### src/rtl/spi_codec_configurator_if.sv
// Host command/response port of the SPI codec configurator.
// master = host side, slave = configurator side.
interface spi_codec_configurator_if #(
    parameter int unsigned ADDR_WIDTH = 16,
    parameter int unsigned DW         = 8
);
    logic                  cmd_valid;
    logic                  cmd_ready;
    logic                  cmd_rw;
    logic [ADDR_WIDTH-1:0] cmd_addr;
    logic [DW-1:0]         cmd_wdata;
    logic                  rsp_valid;
    logic [DW-1:0]         rsp_rdata;

    modport master (
        output cmd_valid, cmd_rw, cmd_addr, cmd_wdata,
        input  cmd_ready, rsp_valid, rsp_rdata
    );

    modport slave (
        input  cmd_valid, cmd_rw, cmd_addr, cmd_wdata,
        output cmd_ready, rsp_valid, rsp_rdata
    );
endinterface

### src/rtl/spi_codec_configurator.sv
// SPI control-port master for ADAU1761-class codecs: SPI-mode entry, table-driven init,
// then single read/write commands with read data returned on the response port.
module spi_codec_configurator #(
    parameter int unsigned ADDR_WIDTH   = 16,
    parameter int unsigned DATA_BYTES   = 1,
    parameter int unsigned CLK_DIV      = 4,
    parameter int unsigned DUMMY_FRAMES = 3,
    parameter int unsigned INIT_LEN     = 18,
    parameter int unsigned CS_GAP       = 4,
    localparam int unsigned DW          = 8 * DATA_BYTES
) (
    input  logic                  clk,
    input  logic                  resetn,
    output logic                  sclk,
    output logic                  cs,
    output logic                  sdo,
    input  logic                  sdi,
    spi_codec_configurator_if.slave bus,
    input  logic                  init_start,
    output logic                  init_busy,
    output logic                  init_done,
    output logic [7:0]            rom_index,
    input  logic [ADDR_WIDTH-1:0] rom_addr,
    input  logic [DW-1:0]         rom_data
);
    localparam int unsigned FL  = 8 + ADDR_WIDTH + DW;
    localparam int unsigned BCW = $clog2(FL + 1);
    localparam int unsigned DVW = $clog2(CLK_DIV);
    localparam int unsigned GCW = (CS_GAP < 2) ? 1 : $clog2(CS_GAP);
    localparam int unsigned DCW = (DUMMY_FRAMES < 1) ? 1 : $clog2(DUMMY_FRAMES + 1);

    localparam logic [BCW-1:0] BIT_LAST   = BCW'(FL - 1);
    localparam logic [DVW-1:0] DIV_LAST   = DVW'(CLK_DIV - 1);
    localparam logic [GCW-1:0] GAP_LAST   = GCW'(CS_GAP - 1);
    localparam logic [DCW-1:0] DUMMY_LAST = DCW'(DUMMY_FRAMES);
    localparam logic [7:0]     IDX_LAST   = 8'(INIT_LEN - 1);

    typedef enum logic [2:0] {StIdle, StDummy, StFetch, StShift, StGap} state_e;

    state_e          state_q, state_d;
    logic [FL-1:0]   sh_q, sh_d;
    logic [DW-1:0]   rx_q, rx_d;
    logic [BCW-1:0]  bit_q, bit_d;
    logic [DVW-1:0]  div_q, div_d;
    logic [GCW-1:0]  gap_q, gap_d;
    logic [DCW-1:0]  dummy_q, dummy_d;
    logic            host_q, host_d;
    logic            read_q, read_d;
    logic            tbl_q, tbl_d;
    logic            sclk_q, sclk_d;
    logic            cs_q, cs_d;
    logic            cmd_ready_q, cmd_ready_d;
    logic            rsp_valid_q, rsp_valid_d;
    logic [DW-1:0]   rsp_rdata_q, rsp_rdata_d;
    logic            init_busy_q, init_busy_d;
    logic            init_done_q, init_done_d;
    logic [7:0]      rom_index_q, rom_index_d;

    always_comb begin
        state_d     = state_q;
        sh_d        = sh_q;
        rx_d        = rx_q;
        bit_d       = bit_q;
        div_d       = div_q;
        gap_d       = gap_q;
        dummy_d     = dummy_q;
        host_d      = host_q;
        read_d      = read_q;
        tbl_d       = tbl_q;
        sclk_d      = sclk_q;
        cs_d        = cs_q;
        cmd_ready_d = cmd_ready_q;
        rsp_valid_d = 1'b0;
        rsp_rdata_d = rsp_rdata_q;
        init_busy_d = init_busy_q;
        init_done_d = init_done_q;
        rom_index_d = rom_index_q;

        unique case (state_q)
            StIdle: begin
                if (!cmd_ready_q) begin
                    cmd_ready_d = 1'b1;
                end else if (init_start) begin
                    state_d     = StDummy;
                    init_busy_d = 1'b1;
                    init_done_d = 1'b0;
                    cmd_ready_d = 1'b0;
                    dummy_d     = '0;
                    tbl_d       = 1'b0;
                    rom_index_d = 8'h00;
                end else if (bus.cmd_valid) begin
                    sh_d        = {7'b0, bus.cmd_rw, bus.cmd_addr,
                                   bus.cmd_rw ? {DW{1'b0}} : bus.cmd_wdata};
                    host_d      = 1'b1;
                    read_d      = bus.cmd_rw;
                    cmd_ready_d = 1'b0;
                    state_d     = StShift;
                end
            end
            StDummy: begin
                if (dummy_q == DUMMY_LAST) begin
                    state_d     = StFetch;
                    tbl_d       = 1'b1;
                    rom_index_d = 8'h00;
                end else begin
                    sh_d    = '0;
                    host_d  = 1'b0;
                    read_d  = 1'b0;
                    dummy_d = dummy_q + 1'b1;
                    state_d = StShift;
                end
            end
            StFetch: begin
                sh_d    = {8'h00, rom_addr, rom_data};
                host_d  = 1'b0;
                read_d  = 1'b0;
                state_d = StShift;
            end
            StShift: begin
                // First cycle in SHIFT only drops cs; the bit clock starts from there.
                if (cs_q) begin
                    cs_d   = 1'b0;
                    sclk_d = 1'b0;
                    div_d  = '0;
                    bit_d  = '0;
                end else if (div_q == DIV_LAST) begin
                    div_d = '0;
                    if (!sclk_q) begin
                        sclk_d = 1'b1;
                        rx_d   = {rx_q[DW-2:0], sdi};
                    end else begin
                        sclk_d = 1'b0;
                        if (bit_q == BIT_LAST) begin
                            cs_d    = 1'b1;
                            gap_d   = '0;
                            state_d = StGap;
                            if (host_q) begin
                                rsp_valid_d = 1'b1;
                                rsp_rdata_d = read_q ? rx_q : '0;
                            end
                        end else begin
                            bit_d = bit_q + 1'b1;
                            sh_d  = {sh_q[FL-2:0], 1'b0};
                        end
                    end
                end else begin
                    div_d = div_q + 1'b1;
                end
            end
            StGap: begin
                if (gap_q == GAP_LAST) begin
                    if (host_q) begin
                        state_d     = StIdle;
                        cmd_ready_d = 1'b1;
                    end else if (!tbl_q) begin
                        state_d = StDummy;
                    end else if (rom_index_q == IDX_LAST) begin
                        state_d     = StIdle;
                        init_busy_d = 1'b0;
                        init_done_d = 1'b1;
                        rom_index_d = 8'h00;
                        cmd_ready_d = 1'b1;
                    end else begin
                        rom_index_d = rom_index_q + 8'h01;
                        state_d     = StFetch;
                    end
                end else begin
                    gap_d = gap_q + 1'b1;
                end
            end
            default: state_d = StIdle;
        endcase
    end

    always_ff @(posedge clk or negedge resetn) begin
        if (!resetn) begin
            state_q     <= StIdle;
            sh_q        <= '0;
            rx_q        <= '0;
            bit_q       <= '0;
            div_q       <= '0;
            gap_q       <= '0;
            dummy_q     <= '0;
            host_q      <= 1'b0;
            read_q      <= 1'b0;
            tbl_q       <= 1'b0;
            sclk_q      <= 1'b0;
            cs_q        <= 1'b1;
            cmd_ready_q <= 1'b0;
            rsp_valid_q <= 1'b0;
            rsp_rdata_q <= '0;
            init_busy_q <= 1'b0;
            init_done_q <= 1'b0;
            rom_index_q <= 8'h00;
        end else begin
            state_q     <= state_d;
            sh_q        <= sh_d;
            rx_q        <= rx_d;
            bit_q       <= bit_d;
            div_q       <= div_d;
            gap_q       <= gap_d;
            dummy_q     <= dummy_d;
            host_q      <= host_d;
            read_q      <= read_d;
            tbl_q       <= tbl_d;
            sclk_q      <= sclk_d;
            cs_q        <= cs_d;
            cmd_ready_q <= cmd_ready_d;
            rsp_valid_q <= rsp_valid_d;
            rsp_rdata_q <= rsp_rdata_d;
            init_busy_q <= init_busy_d;
            init_done_q <= init_done_d;
            rom_index_q <= rom_index_d;
        end
    end

    assign sclk          = sclk_q;
    assign cs            = cs_q;
    // sdo is forced low whenever the frame is not active.
    assign sdo           = ~cs_q & sh_q[FL-1];
    assign bus.cmd_ready = cmd_ready_q;
    assign bus.rsp_valid = rsp_valid_q;
    assign bus.rsp_rdata = rsp_rdata_q;
    assign init_busy     = init_busy_q;
    assign init_done     = init_done_q;
    assign rom_index     = rom_index_q;
endmodule

### src/flat_wrapper.sv
// flat-port wrapper written by rule: the top's interface ports become plain ports
module spi_codec_configurator_flat 
#(
    parameter int unsigned ADDR_WIDTH   = 16,
    parameter int unsigned DATA_BYTES   = 1,
    parameter int unsigned CLK_DIV      = 4,
    parameter int unsigned DUMMY_FRAMES = 3,
    parameter int unsigned INIT_LEN     = 18,
    parameter int unsigned CS_GAP       = 4,
    localparam int unsigned DW          = 8 * DATA_BYTES
)
  (clk, resetn, sclk, cs, sdo, sdi, init_start, init_busy, init_done, rom_index, rom_addr, rom_data, bus_cmd_valid, bus_cmd_rw, bus_cmd_addr, bus_cmd_wdata, bus_cmd_ready, bus_rsp_valid, bus_rsp_rdata);
  spi_codec_configurator_if #(.ADDR_WIDTH(ADDR_WIDTH), .DW(8)) bus_i ();
  input  logic clk;
  input  logic resetn;
  output logic sclk;
  output logic cs;
  output logic sdo;
  input  logic sdi;
  input  logic init_start;
  output logic init_busy;
  output logic init_done;
  output logic [7:0] rom_index;
  input  logic [ADDR_WIDTH-1:0] rom_addr;
  input  logic [DW-1:0] rom_data;
  input wire logic [$bits(bus_i.cmd_valid)-1:0] bus_cmd_valid;
  input wire logic [$bits(bus_i.cmd_rw)-1:0] bus_cmd_rw;
  input wire logic [$bits(bus_i.cmd_addr)-1:0] bus_cmd_addr;
  input wire logic [$bits(bus_i.cmd_wdata)-1:0] bus_cmd_wdata;
  output wire logic [$bits(bus_i.cmd_ready)-1:0] bus_cmd_ready;
  output wire logic [$bits(bus_i.rsp_valid)-1:0] bus_rsp_valid;
  output wire logic [$bits(bus_i.rsp_rdata)-1:0] bus_rsp_rdata;
  assign bus_i.cmd_valid = bus_cmd_valid;
  assign bus_i.cmd_rw = bus_cmd_rw;
  assign bus_i.cmd_addr = bus_cmd_addr;
  assign bus_i.cmd_wdata = bus_cmd_wdata;
  assign bus_cmd_ready = bus_i.cmd_ready;
  assign bus_rsp_valid = bus_i.rsp_valid;
  assign bus_rsp_rdata = bus_i.rsp_rdata;
  spi_codec_configurator #(.ADDR_WIDTH(ADDR_WIDTH), .DATA_BYTES(DATA_BYTES), .CLK_DIV(CLK_DIV), .DUMMY_FRAMES(DUMMY_FRAMES), .INIT_LEN(INIT_LEN), .CS_GAP(CS_GAP)) u_core (.clk(clk), .resetn(resetn), .sclk(sclk), .cs(cs), .sdo(sdo), .sdi(sdi), .bus(bus_i), .init_start(init_start), .init_busy(init_busy), .init_done(init_done), .rom_index(rom_index), .rom_addr(rom_addr), .rom_data(rom_data));
endmodule
### config.mk
export PLATFORM = sky130hd
export DESIGN_NAME = spi_codec_configurator_flat
export DESIGN_NICKNAME = d
export VERILOG_FILES = /design/src/rtl/spi_codec_configurator_if.sv /design/src/rtl/spi_codec_configurator.sv /design/src/flat_wrapper.sv
export SDC_FILE = /design/constraint.sdc
export NUM_CORES = 1
export LEC_CHECK = 0
export CAP_MARGIN = 30
export CORE_MARGIN = 2
export CORE_UTILIZATION = 40
export DETAILED_ROUTE_END_ITERATION = 6
export SKIP_CTS_REPAIR_TIMING = 1
export SLEW_MARGIN = 20
export SYNTH_ARGS = -nofsm -noshare
export SYNTH_HDL_FRONTEND = slang
export SYNTH_SLANG_ARGS = --single-unit
### constraint.sdc
create_clock -name clk -period 3.68 [get_ports clk]
set_input_delay 0.736 -clock clk [delete_from_list [all_inputs] [get_ports clk]]
set_output_delay 0.736 -clock clk [all_outputs]
set_load 0.01 [all_outputs]
* After elaboration in Yosys (flattened, before gate mapping) *
Cells that the tools add are included.

storage, ports and cells
  register bits after elaboration = 80
  word-level logic and storage cells = 169
  input port bits = 54
  output and inout bits = 23

cells by class
  reduce and logical (&&, ||, !) cells = 22
  bitwise gates (word level) = 3
  muxes and demuxes = 92
  equal/unequal tests = 29
  $add $sub $neg = 5

operator list
  kind                                                                    count
  32-bit 2-to-1 mux                                                       8
  32-bit one-hot mux with 4 select lines                                  1
  8-bit 2-to-1 mux                                                        9
  1-bit 2-to-1 mux                                                        39
  3-bit 2-to-1 mux                                                        10
  6-bit 2-to-1 mux                                                        4
  8-bit one-hot mux with 3 select lines                                   1
  2-bit 2-to-1 mux                                                        11
  7-bit AND reduction                                                     3
  4-bit AND reduction                                                     5
  2-bit by 1-bit != test with 1-bit output (second input constant)        9
  2-bit != test (second input constant)                                   8
  3-bit one-hot mux with 5 select lines                                   1
  6-bit AND reduction                                                     2
  2-bit nonzero test                                                      5
  9-bit AND reduction                                                     1
  8-bit by 1-bit adder with 8-bit output (second input constant)          1
  8-bit by 5-bit equality test with 1-bit output (second input constant)  1
  1-bit one-hot mux with 2 select lines                                   4
  2-bit one-hot mux with 2 select lines                                   2
  2-bit by 1-bit adder with 2-bit output (second input constant)          3
  6-bit by 1-bit adder with 6-bit output (second input constant)          1
  2-bit equality test (second input constant)                             3
  3-bit by 2-bit equality test with 1-bit output (second input constant)  2
  13 further kinds                                                        17

* Depth between registers and ports, before layout *
Gate-level depths: netlist (run 1).

  depth in word-level cells = 6
  mapped depth = 7
  mapped depth without buffers = 6

* Worst setup path before layout (run 1) *
Ideal clock, no wire load.

  path kind = reg-to-reg
  start point = reg u_core.bit_q[0]
  end point = reg u_core.sh_q[11]
  stages on the path, launching flop included = 7
  buffers on the path = 1
  setup slack = 1.691 ns
  required time = 3.552 ns
  setup time = 0.128 ns
  period minus slack after synthesis = 1.989 ns
  arrival time = 1.861 ns
  cells stage by stage = dfrtp_1 ha_1 nor2b_1 a21o_1 a211oi_4 buf_4 mux2_1

on the way
  word-level cells in the longest chain between the ends = 3

RTL lines
  element                                         RTL line                       source
  from (decl)                                     spi_codec_configurator.sv:43   logic [BCW-1:0] bit_q, bit_d;
  from (signal assigned)                          spi_codec_configurator.sv:199  bit_q <= bit_d;
  6-bit by 5-bit equality test with 1-bit output  spi_codec_configurator.sv:133  if (bit_q == BIT_LAST) begin
  2-bit != test (no source line)                  n/a
  9-bit AND reduction (no source line)            n/a
  to (signal assigned)                            spi_codec_configurator.sv:178  sh_q <= '0;
  to (signal assigned)                            spi_codec_configurator.sv:197  sh_q <= sh_d;
  to (decl)                                       spi_codec_configurator.sv:41   logic [FL-1:0] sh_q, sh_d;

Every way passes these cells.
A chain may end at the register's enable or synchronous reset.

* Worst setup path after layout (run 1) *
  start point = reg u_core.state_q[1]
  end point = reg u_core.gap_q[0]

on the way
  word-level cells in the longest chain between the ends = 3
  elaborated cells on any way between the ends = 10
  classes of those cells = eq/ne (7); mux (1); reduce/logical (2)

RTL lines
  element                                                                                       RTL line                       source
  from (decl)                                                                                   spi_codec_configurator.sv:40   state_e state_q, state_d;
  from (signal assigned)                                                                        spi_codec_configurator.sv:177  state_q <= StIdle;
  from (signal assigned)                                                                        spi_codec_configurator.sv:196  state_q <= state_d;
  3-bit equality test / 3-bit by 2-bit equality test with 1-bit output (equally long branches)  spi_codec_configurator.sv:79   unique case (state_q)
  2-bit != test (no source line), or another cell as far along                                  n/a
  6-bit AND reduction (no source line)                                                          n/a
  to (signal assigned)                                                                          spi_codec_configurator.sv:201  gap_q <= gap_d;
  to (decl)                                                                                     spi_codec_configurator.sv:45   logic [GCW-1:0] gap_q, gap_d;

Parallel ways exist; a longest one is shown, timed or not.

==> impl_metrics.yaml, run 1 <==
yosys:
  syn_inst: 471
  synth_common_cells: "dfrtp_1, nand2_1, o21ai_0"
  syn-num-nets: 531
  yosys-top-cells-area: "dfrtp_1, mux2i_1, o21ai_0"
  synth_ff_type: "dfrtp_1"
  ys_ff_latch: 80
  synth_top_area_share_pct: 44.3
  synth-async-reset-ratio_pct: 100
  syn_area_sq_mm: 0.00446
  yosys_warnings: 0
  avgSynthCellArea_sq_um: 9.47
  yosysTopAreaCell: "dfrtp_1"
  synth_edf_count: 0
  yosys.cell_types.count: 58
  yosysMostFrequentCell: "dfrtp_1"
  synth_seq_area_share_pct: 44.9
hold_path:
  min_path_type: "input pin to async pin"
critical_path:
  cp-start-kind: "flip-flop"
  end_kind: "flip-flop"
  worstPathMaxFanout: 27
  cp.required_ns: 3.92
  cp.arrival_ns: 2.87
  path_class: "flip-flop to flip-flop"
  slowest_stage: "dfrtp_1"
  cp_top_family: "simple AND/OR/NAND/NOR gates"
  critical-path-max-stage-delay_ns: 0.91
  worstPathCellList: "nand3b_1, nor4_1, nor2_1, mux2_2"
  path_buf_inv: 0
global_routing:
  grt_max_degree: 53
  grtUsageTotal_pct: 18.7
  grt_pass1_vias: 3701
  antenna_found_initial: 0
  grt-ovfl-total: 0
  grt_pass1_wl_mm: 17.7
pwr:
  combPwrFrac_pct: 6.1
  power_density_mw_per_mm2: 301
  pwr-share-clk_pct: 40.7
  p_switching_mw: 0.381
  p_leak_nw: 2.32
  intPower_mw: 1.28
  pwr-share-seq_pct: 53.2
  swShare_pct: 22.9
  vdd_drop_max_v: 0.000156
sta:
  drv_slew: 0
  finalCriticalPeriod_ns: 2.63
  fmax_mhz: 381
  setup_violations: 0
  hold_viol: 0
  worst_pin_slew_ns: 0.887
  finClkSkew_ns: 0.0132
  rsz0062_at_grt: "no"
  finalCritPeriodShare_pct: 71.4
  setup_tns_ns: 0
  relSlewSlack_pct: 40.8
clocking:
  cts_htree_levels: 3
  cts_tree: "yes"
  cts_inserted_buffers: 9
  path_clk_slew_ns: 0.09
  cts_sinks: 80
  cts-root-buf: "clkbuf_8"
  insertion_delay_ns: 0.35
  clockBufferDepth: 2
run:
  maxCapViolCount: 0
floorplanning:
  die_area_sq_mm: 0.0120
  start_util_pct: 41.1
  dieWidth_microns: 110
  core_area_sq_mm: 0.0108
  rows: 38
  die_y_microns: 110
  ios: 77
routing:
  via_per_inst: 5.54
  drt-pass1-iter-count: 5
  wl_per_cell_microns: 15.8
  wl_mm: 10.7
  route.vias.total: 3759
  drc: 0
  drt_iter0_markers: 205
  ant_nets: 0
finish:
  fin_cells: 679
  diodes: 0
  fin_nets: 595
  area_delta_synth_final_pct: 23.9
  layout-drive-gt1-share_pct: 8.16
placement:
  place_inst: 664
  numPortBuffers: 76
  place_hpwl_mm: 7.46
  routabilityCongestion: 0.811
outcome:
  outcome: "completed"
[power by group through the flow]
stage / combinational (mW) / sequential, mW / clock, mW
final: 0.102 / 0.885 / 0.676
after global routing: 0.113 / 0.886 / 0.729
after CTS: 0.104 / 0.885 / 0.688
after detailed placement: 0.104 / 0.902 / 0
after global placement: 0.0993 / 0.902 / 0
after floorplan: 0.0179 / 0.902 / 0
[cells by family (layout without fill, tap and decap cells)]
| family | Yosys count | count (layout) | synth area share, % |
|---|---|---|---|
| simple gates | 147 | 147 | 17.2 |
| compound gates | 127 | 127 | 18.8 |
| flops | 80 | 80 | 44.9 |
| buf+inv | 63 | 131 | 5.98 |
| mux | 48 | 48 | 11.4 |
| fa+ha+maj | 6 | 6 | 1.68 |
[layer usage]
| metal | vias up | track usage, % | wire, microns |
|---|---|---|---|
| li1 | 1821 | - | - |
| met1 | 1829 | 25.2 | 4990 |
| met2 | 103 | 30.7 | 5170 |
| met3 | 6 | 3.38 | 511 |
| met4 | 0 | 5.42 | 74 |
| met5 | - | 0 | 0 |
[final timing paths]
check | startpoint | endpoint | slack [ns] | depth (start not counted)
max in group asynchronous | resetn | u_core.cs$_DFFE_PN1P_ | 2.74 | 2
min in group clk | u_core.bus.rsp_rdata[2]$_DFFE_PN0P_ | u_core.bus.rsp_rdata[2]$_DFFE_PN0P_ | 0.47 | 2
max reg2reg | u_core.state_q[1]$_DFFE_PN0P_ | u_core.gap_q[0]$_DFFE_PN0P_ | 1.05 | 4
max | u_core.state_q[1]$_DFFE_PN0P_ | u_core.gap_q[0]$_DFFE_PN0P_ | 1.05 | 4
min reg2reg | u_core.bus.rsp_rdata[2]$_DFFE_PN0P_ | u_core.bus.rsp_rdata[2]$_DFFE_PN0P_ | 0.47 | 2
min | resetn | u_core.bus.rsp_rdata[3]$_DFFE_PN0P_ | 0.31 | 1
[cell type report]
| type | count | area (sq um) |
|---|---|---|
| fillers | 1007 | 5320 |
| clock inverters | 5 | 63.8 |
| flip-flops and latches | 80 | 2000 |
| inverters | 33 | 125 |
| repair buffers | 83 | 831 |
| well taps | 140 | 175 |
| multi-input cells | 328 | 2190 |
| clock buffers | 10 | 138 |
[sequential cells by signal, indices dropped and copies added (netlist names)]
name and flops:
u_core.bus.rsp_valid 1, u_core.dummy_q 2, u_core.bit_q 6, u_core.init_done 1
u_core.rom_index 8, u_core.init_busy 1, u_core.bus.rsp_rdata 8, u_core.tbl_q 1
u_core.cs 1, u_core.state_q 3, u_core.div_q 2, u_core.sclk 1
u_core.rx_q 8, u_core.read_q 1, u_core.host_q 1, u_core.bus.cmd_ready 1
u_core.gap_q 2, u_core.sh_q 32
[through the flow]
stage	power [mW]	instance area, sq um	worst slack (ns)	utilization, %	hold slack [ns]
6_report	1.66	5530	1.05	51.0	0.308
5_1_grt	1.73	5530	0.795	51.0	0.322
4_1_cts	1.68	5530	1.05	51.0	0.319
3_5_place_dp	1.01	5320	0.962	49.1	0.457
3_3_place_gp	1.00	5300	0.964	48.9	0.451
2_1_floorplan	0.920	4460	1.69	-	0.440
[placed cells by master (no fill, tap or decap), drive strengths merged, types with 5 or more instances in the layout]
cell type and instances:
nand2 46, ha 6, buf 8, dfrtp 79, nor2b 29, nor2 12
a222oi 5, a31oi 11, inv 35, nand3 26, mux2i 26, clkbuf 10
nand2b 6, a22oi 12, clkdlybuf4s50 75, a21oi 17, mux2 22, o22ai 14
o21ai 40, o31ai 5
Note: power is estimated with default switching activity, not from simulation.
==> inputs of run 2 (changes only) <==
clock period = 2.6 ns   (was 3.68 ns; I/O delays follow)
==> run 2 against run 1 <==
Against the previous run: hold slack got worse by 0.12 ns; final cell count grew 1.5%; wire length decreased by 3.2%; register-to-register slack worse by 0.61 ns; clock-buffer cell count rose by 1; die area did not move; design area grew 0.97%; total power grew 35%; sequential power rose by 41%; critical path type unchanged; critical endpoint is now u_core.state_q[1]$_DFFE_PN0P_; highest routed layer unchanged.
==> impl_metrics.yaml, run 2 (synthesis results as in run 1) <==
outcome:
  outcome: "completed"
clocking:
  cts-root-buf: "clkbuf_8"
  cts_sinks: 80
  insertion_delay_ns: 0.35
  cts_htree_levels: 3
  clockBufferDepth: 2
  cts_inserted_buffers: 9
  path_clk_slew_ns: 0.09
  cts_tree: "yes"
routing:
  ant_nets: 0
  drt_iter0_markers: 210
  drc: 0
  wl_per_cell_microns: 15.1
  route.vias.total: 3766
  drt-pass1-iter-count: 5
  wl_mm: 10.4
  via_per_inst: 5.47
critical_path:
  worst_r2r_path_depth: 4
  cp-start-kind: "flip-flop"
  r2r-end: "u_core.state_q[1]$_DFFE_PN0P_"
  r2r_start: "u_core.state_q[2]$_DFFE_PN0P_"
  path_class: "flip-flop to flip-flop"
  cp.required_ns: 2.86
  rrSetupSlack_ns: 0.45
  end_kind: "flip-flop"
  cp.arrival_ns: 2.41
  worstPathMaxFanout: 17
sta:
  finalCriticalPeriod_ns: 2.15
  setup_tns_ns: 0
  rsz0062_at_grt: "no"
  drv_slew: 0
  setup_violations: 0
  hold_viol: 0
  finClkSkew_ns: 0.0157
  fmax_mhz: 464
  worst_pin_slew_ns: 0.635
  relSlewSlack_pct: 57.7
  finalCritPeriodShare_pct: 82.8
placement:
  place_area_sq_mm: 0.00540
  routabilityCongestion: 0.833
  place_hpwl_mm: 7.33
  numPortBuffers: 76
hold_path:
  min_path_type: "input pin to async pin"
pwr:
  power_density_mw_per_mm2: 403
  pwr-share-clk_pct: 37.7
  swShare_pct: 22.7
  pwr-share-seq_pct: 55.8
  vdd_drop_max_v: 0.000189
  p_leak_nw: 2.36
  intPower_mw: 1.74
  p_switching_mw: 0.510
  combPwrFrac_pct: 6.5
floorplanning:
  core_area_sq_mm: 0.0108
  ios: 77
  die_y_microns: 110
  start_util_pct: 41.1
  die_area_sq_mm: 0.0120
  dieWidth_microns: 110
  rows: 38
global_routing:
  grt-ovfl-total: 0
  grt_max_degree: 50
  antenna_found_initial: 0
  grt_pass1_vias: 3677
  grt_pass1_wl_mm: 17.4
  grtUsageTotal_pct: 18.2
finish:
  fin_area_sq_mm: 0.00558
  max_flop_register: "u_core.sh_q"
  layout_common_cells: "dfrtp_1, clkdlybuf4s50_1, nand2_1"
  area_delta_synth_final_pct: 25.1
  fin_nets: 604
  diodes: 0
  final_common_cell: "dfrtp_1"
  layout-drive-gt1-share_pct: 9.84
  largest_reg_flops: 32
run:
  maxCapViolCount: 0
## run 2: cell types whose count changed in the layout (fill, tap and decap cells not counted), sizes merged
cell,before,now
clkbuf,10,11
clkinv,1,5
inv,35,32
bufinv,1,0
buf,8,17
## run 2: power groups by stage
stage	Clock (mW)	Sequential [mW]	Combinational, mW
3_5_place_dp	0	1.28	0.149
4_1_cts	0.866	1.25	0.149
6_report	0.848	1.25	0.145
2_1_floorplan	0	1.28	0.0254
3_3_place_gp	0	1.28	0.147
5_1_grt	0.926	1.25	0.161
## run 2: area by class of cell
| class | count | area [sq um] |
|---|---|---|
| multi-input combinational | 328 | 2190 |
| fill | 1027 | 5260 |
| tap | 140 | 175 |
| timing repair buffer | 92 | 903 |
| clock buffer | 11 | 151 |
| inverter | 33 | 125 |
| clock inverter | 5 | 31.3 |
| sequential | 80 | 2000 |
## run 2: how the worst max path moves through the flow
stage | from | endpoint | slack (ns) | cells after the start
3_5_place_dp | init_start | u_core.rom_index[1]$_DFFE_PN0P_ | 0.30 | 5
2_1_floorplan | u_core.bit_q[0]$_DFFE_PN0P_ | u_core.sh_q[11]$_DFFE_PN0P_ | 0.61 | 6
6_report | u_core.state_q[2]$_DFFE_PN0P_ | u_core.state_q[1]$_DFFE_PN0P_ | 0.45 | 4
5_1_grt | u_core.state_q[2]$_DFFE_PN0P_ | u_core.state_q[1]$_DFFE_PN0P_ | 0.32 | 4
4_1_cts | u_core.bit_q[0]$_DFFE_PN0P_ | u_core.sh_q[10]$_DFFE_PN0P_ | 0.45 | 6
3_3_place_gp | init_start | u_core.sh_q[0]$_DFFE_PN0P_ | 0.30 | 6
## run 2: critical path: stages, from the launching register on
cell and delay [ns]:
dfrtp_1 0.69, or3b_2 0.55, a31oi_1 0.44, a32oi_1 0.19, o21ai_0 0.18
## run 2: metrics by stage
stage	instances	hold WS (ns)	setup WS [ns]	util, %	power (mW)
2_1_floorplan	471	0.224	0.611	-	1.30
3_3_place_gp	673	0.451	0.305	49.8	1.42
3_5_place_dp	673	0.457	0.300	49.8	1.43
4_1_cts	689	0.208	0.452	51.5	2.27
5_1_grt	689	0.234	0.321	51.5	2.34
6_report	689	0.185	0.446	51.5	2.25
## run 2: routing by layer
layer  wire length (microns)  vias to the layer above  GRT usage [%]
li1                        -                     1840              -
met1                    4950                     1821           24.4
met2                    4890                       95           30.4
met3                     439                       10           2.49
met4                     123                        0           5.97
met5                       0                        -              0
==> inputs of run 3 (changes only) <==
PLACE_DENSITY = 0.66   (was unset)
clock period = 1.76 ns   (was 2.6 ns; I/O delays follow)
==> run 3 against run 2 <==
Against the previous run: worst setup slack worse by 0.57 ns; clock skew shrank 0.0037 ns; wire length rose by 9.1%; highest routed layer unchanged; the run now ends with setup timing left; hold slack gained 0.28 ns; critical path type unchanged; critical path depth rose by 3; largest cell class unchanged; via count rose by 4.9%; sequential share of layout area fell by 3.0 points; total power rose by 47%.
==> impl_metrics.yaml, run 3 (synthesis results as in run 1) <==
sta:
  worst_pin_slew_ns: 0.374
  finClkSkew_ns: 0.0120
  rsz0062_at_grt: "yes"
  setup_tns_ns: -2.33
  fmax_mhz: 530
  hold_slack_ns: 0.461
  drv_slew: 0
  finalCritPeriodShare_pct: 107
  relSlewSlack_pct: 74.9
  fin_ws_ns: -0.128
  hold_viol: 0
  finalCriticalPeriod_ns: 1.89
  setup_violations: 31
finish:
  layout_common_cells: "dfrtp_1, clkdlybuf4s50_1, nand2_1"
  area_delta_synth_final_pct: 37.0
  final_util_pct: 56.3
  layout-drive-gt1-share_pct: 19.8
  fin_area_sq_mm: 0.00611
  diodes: 0
  fin_cells: 732
  largest_reg_flops: 32
  fin_nets: 647
  final_common_cell: "dfrtp_1"
  max_flop_register: "u_core.sh_q"
pwr:
  pwr-share-clk_pct: 37.2
  vdd_drop_max_v: 0.000300
  p_switching_mw: 0.764
  intPower_mw: 2.53
  combPwrFrac_pct: 6.6
  swShare_pct: 23.2
  p_leak_nw: 2.66
  pwr-share-seq_pct: 56.1
  power_density_mw_per_mm2: 540
  total_power_mw: 3.30
routing:
  via_per_inst: 5.40
  route.vias.total: 3952
  drt_iter0_markers: 208
  wl_mm: 11.3
  wl_per_cell_microns: 15.5
  drt-pass1-iter-count: 7
  ant_nets: 0
  drc: 0
hold_path:
  min_path_type: "input pin to async pin"
critical_path:
  cp.required_ns: 1.98
  path_class: "flip-flop to flip-flop"
  cp-start-kind: "flip-flop"
  rrSetupSlack_ns: -0.13
  worstPathMaxFanout: 5
  worst_r2r_path_depth: 7
  cp.arrival_ns: 2.11
  end_kind: "flip-flop"
  r2r-end: "u_core.sh_q[20]$_DFFE_PN0P_"
  r2r_start: "u_core.bit_q[0]$_DFFE_PN0P_"
global_routing:
  grt-ovfl-total: 0
  grtUsageTotal_pct: 19.6
  grt_pass1_vias: 3914
  grt_max_degree: 43
  antenna_found_initial: 0
  grt_pass1_wl_mm: 18.6
clocking:
  cts_inserted_buffers: 9
  cts_htree_levels: 3
  clockBufferDepth: 2
  path_clk_slew_ns: 0.08
  cts_sinks: 80
  cts_tree: "yes"
  insertion_delay_ns: 0.34
  cts-root-buf: "clkbuf_8"
floorplanning:
  core_area_sq_mm: 0.0108
  rows: 38
  die_area_sq_mm: 0.0120
  die_y_microns: 110
  ios: 77
  dieWidth_microns: 110
  start_util_pct: 41.1
placement:
  pre_cts_slack_ns: -0.378
  routabilityCongestion: 0.802
  place_hpwl_mm: 8.06
  place_area_sq_mm: 0.00570
  place_inst: 708
  numPortBuffers: 76
run:
  maxCapViolCount: 0
outcome:
  violations: "setup timing"
  outcome: "complete, but fails checks"
## run 3: changes by cell type in the layout (fill, tap and decap cells not counted), moves of 3 or more
cell and delta:
buf_4 +30, mux2_4 +10, clkdlybuf4s50_1 -5, buf_8 +3, dfrtp_1 -4, buf_6 +6
mux2_1 -8, dlymetal6s2s_1 +5, dfrtp_2 +4
## run 3: worst max-delay path by stage
| stage | startpoint | slack, ns | cells after the start | to |
|---|---|---|---|---|
| after floorplan | u_core.bit_q[0]$_DFFE_PN0P_ | -0.07 | 6 | u_core.sh_q[24]$_DFFE_PN0P_ |
| after global placement | init_start | -0.28 | 6 | u_core.sh_q[10]$_DFFE_PN0P_ |
| after detailed placement | bus_cmd_valid | -0.38 | 7 | u_core.sh_q[3]$_DFFE_PN0P_ |
| after CTS | u_core.cs$_DFFE_PN1P_ | -0.23 | 2 | cs |
| after global routing | u_core.div_q[0]$_DFFE_PN0P_ | -0.16 | 7 | u_core.sh_q[20]$_DFFE_PN0P_ |
| final | u_core.bit_q[0]$_DFFE_PN0P_ | -0.13 | 7 | u_core.sh_q[20]$_DFFE_PN0P_ |
## run 3: power groups by stage
stage	logic (mW)	clock network, mW	registers, mW
floorplan	0.0375	0	1.89
global placement	0.217	0	1.89
detailed placement	0.219	0	1.89
CTS	0.220	1.25	1.85
global route	0.241	1.33	1.85
finish	0.218	1.23	1.85
## run 3: critical path, cell delays in order, from the launching register on
cell       delay [ns]
dfrtp_1          0.42
ha_4             0.17
nor2b_4          0.12
a21o_1           0.20
a211oi_4         0.21
buf_6            0.17
clkbuf_16        0.15
mux2_1           0.32
## run 3: layer usage
metal	global-route usage, %	up-vias	wire length (microns)	share of wire [%]
met5	0	-	0	0
li1	-	1918	-	-
met2	33.1	125	5560	49
met1	26.1	1897	5030	44
met4	5.79	0	117	1.0
met3	2.90	12	631	5.6
## run 3: layout make-up
cell class / instances / area (sq um)
clock inverters: 5 / 32.5
clock buffers: 11 / 141
repair buffers: 135 / 1330
multi-input cells: 328 / 2290
fillers: 994 / 4730
inverters: 33 / 126
flip-flops and latches: 80 / 2010
well taps: 140 / 175
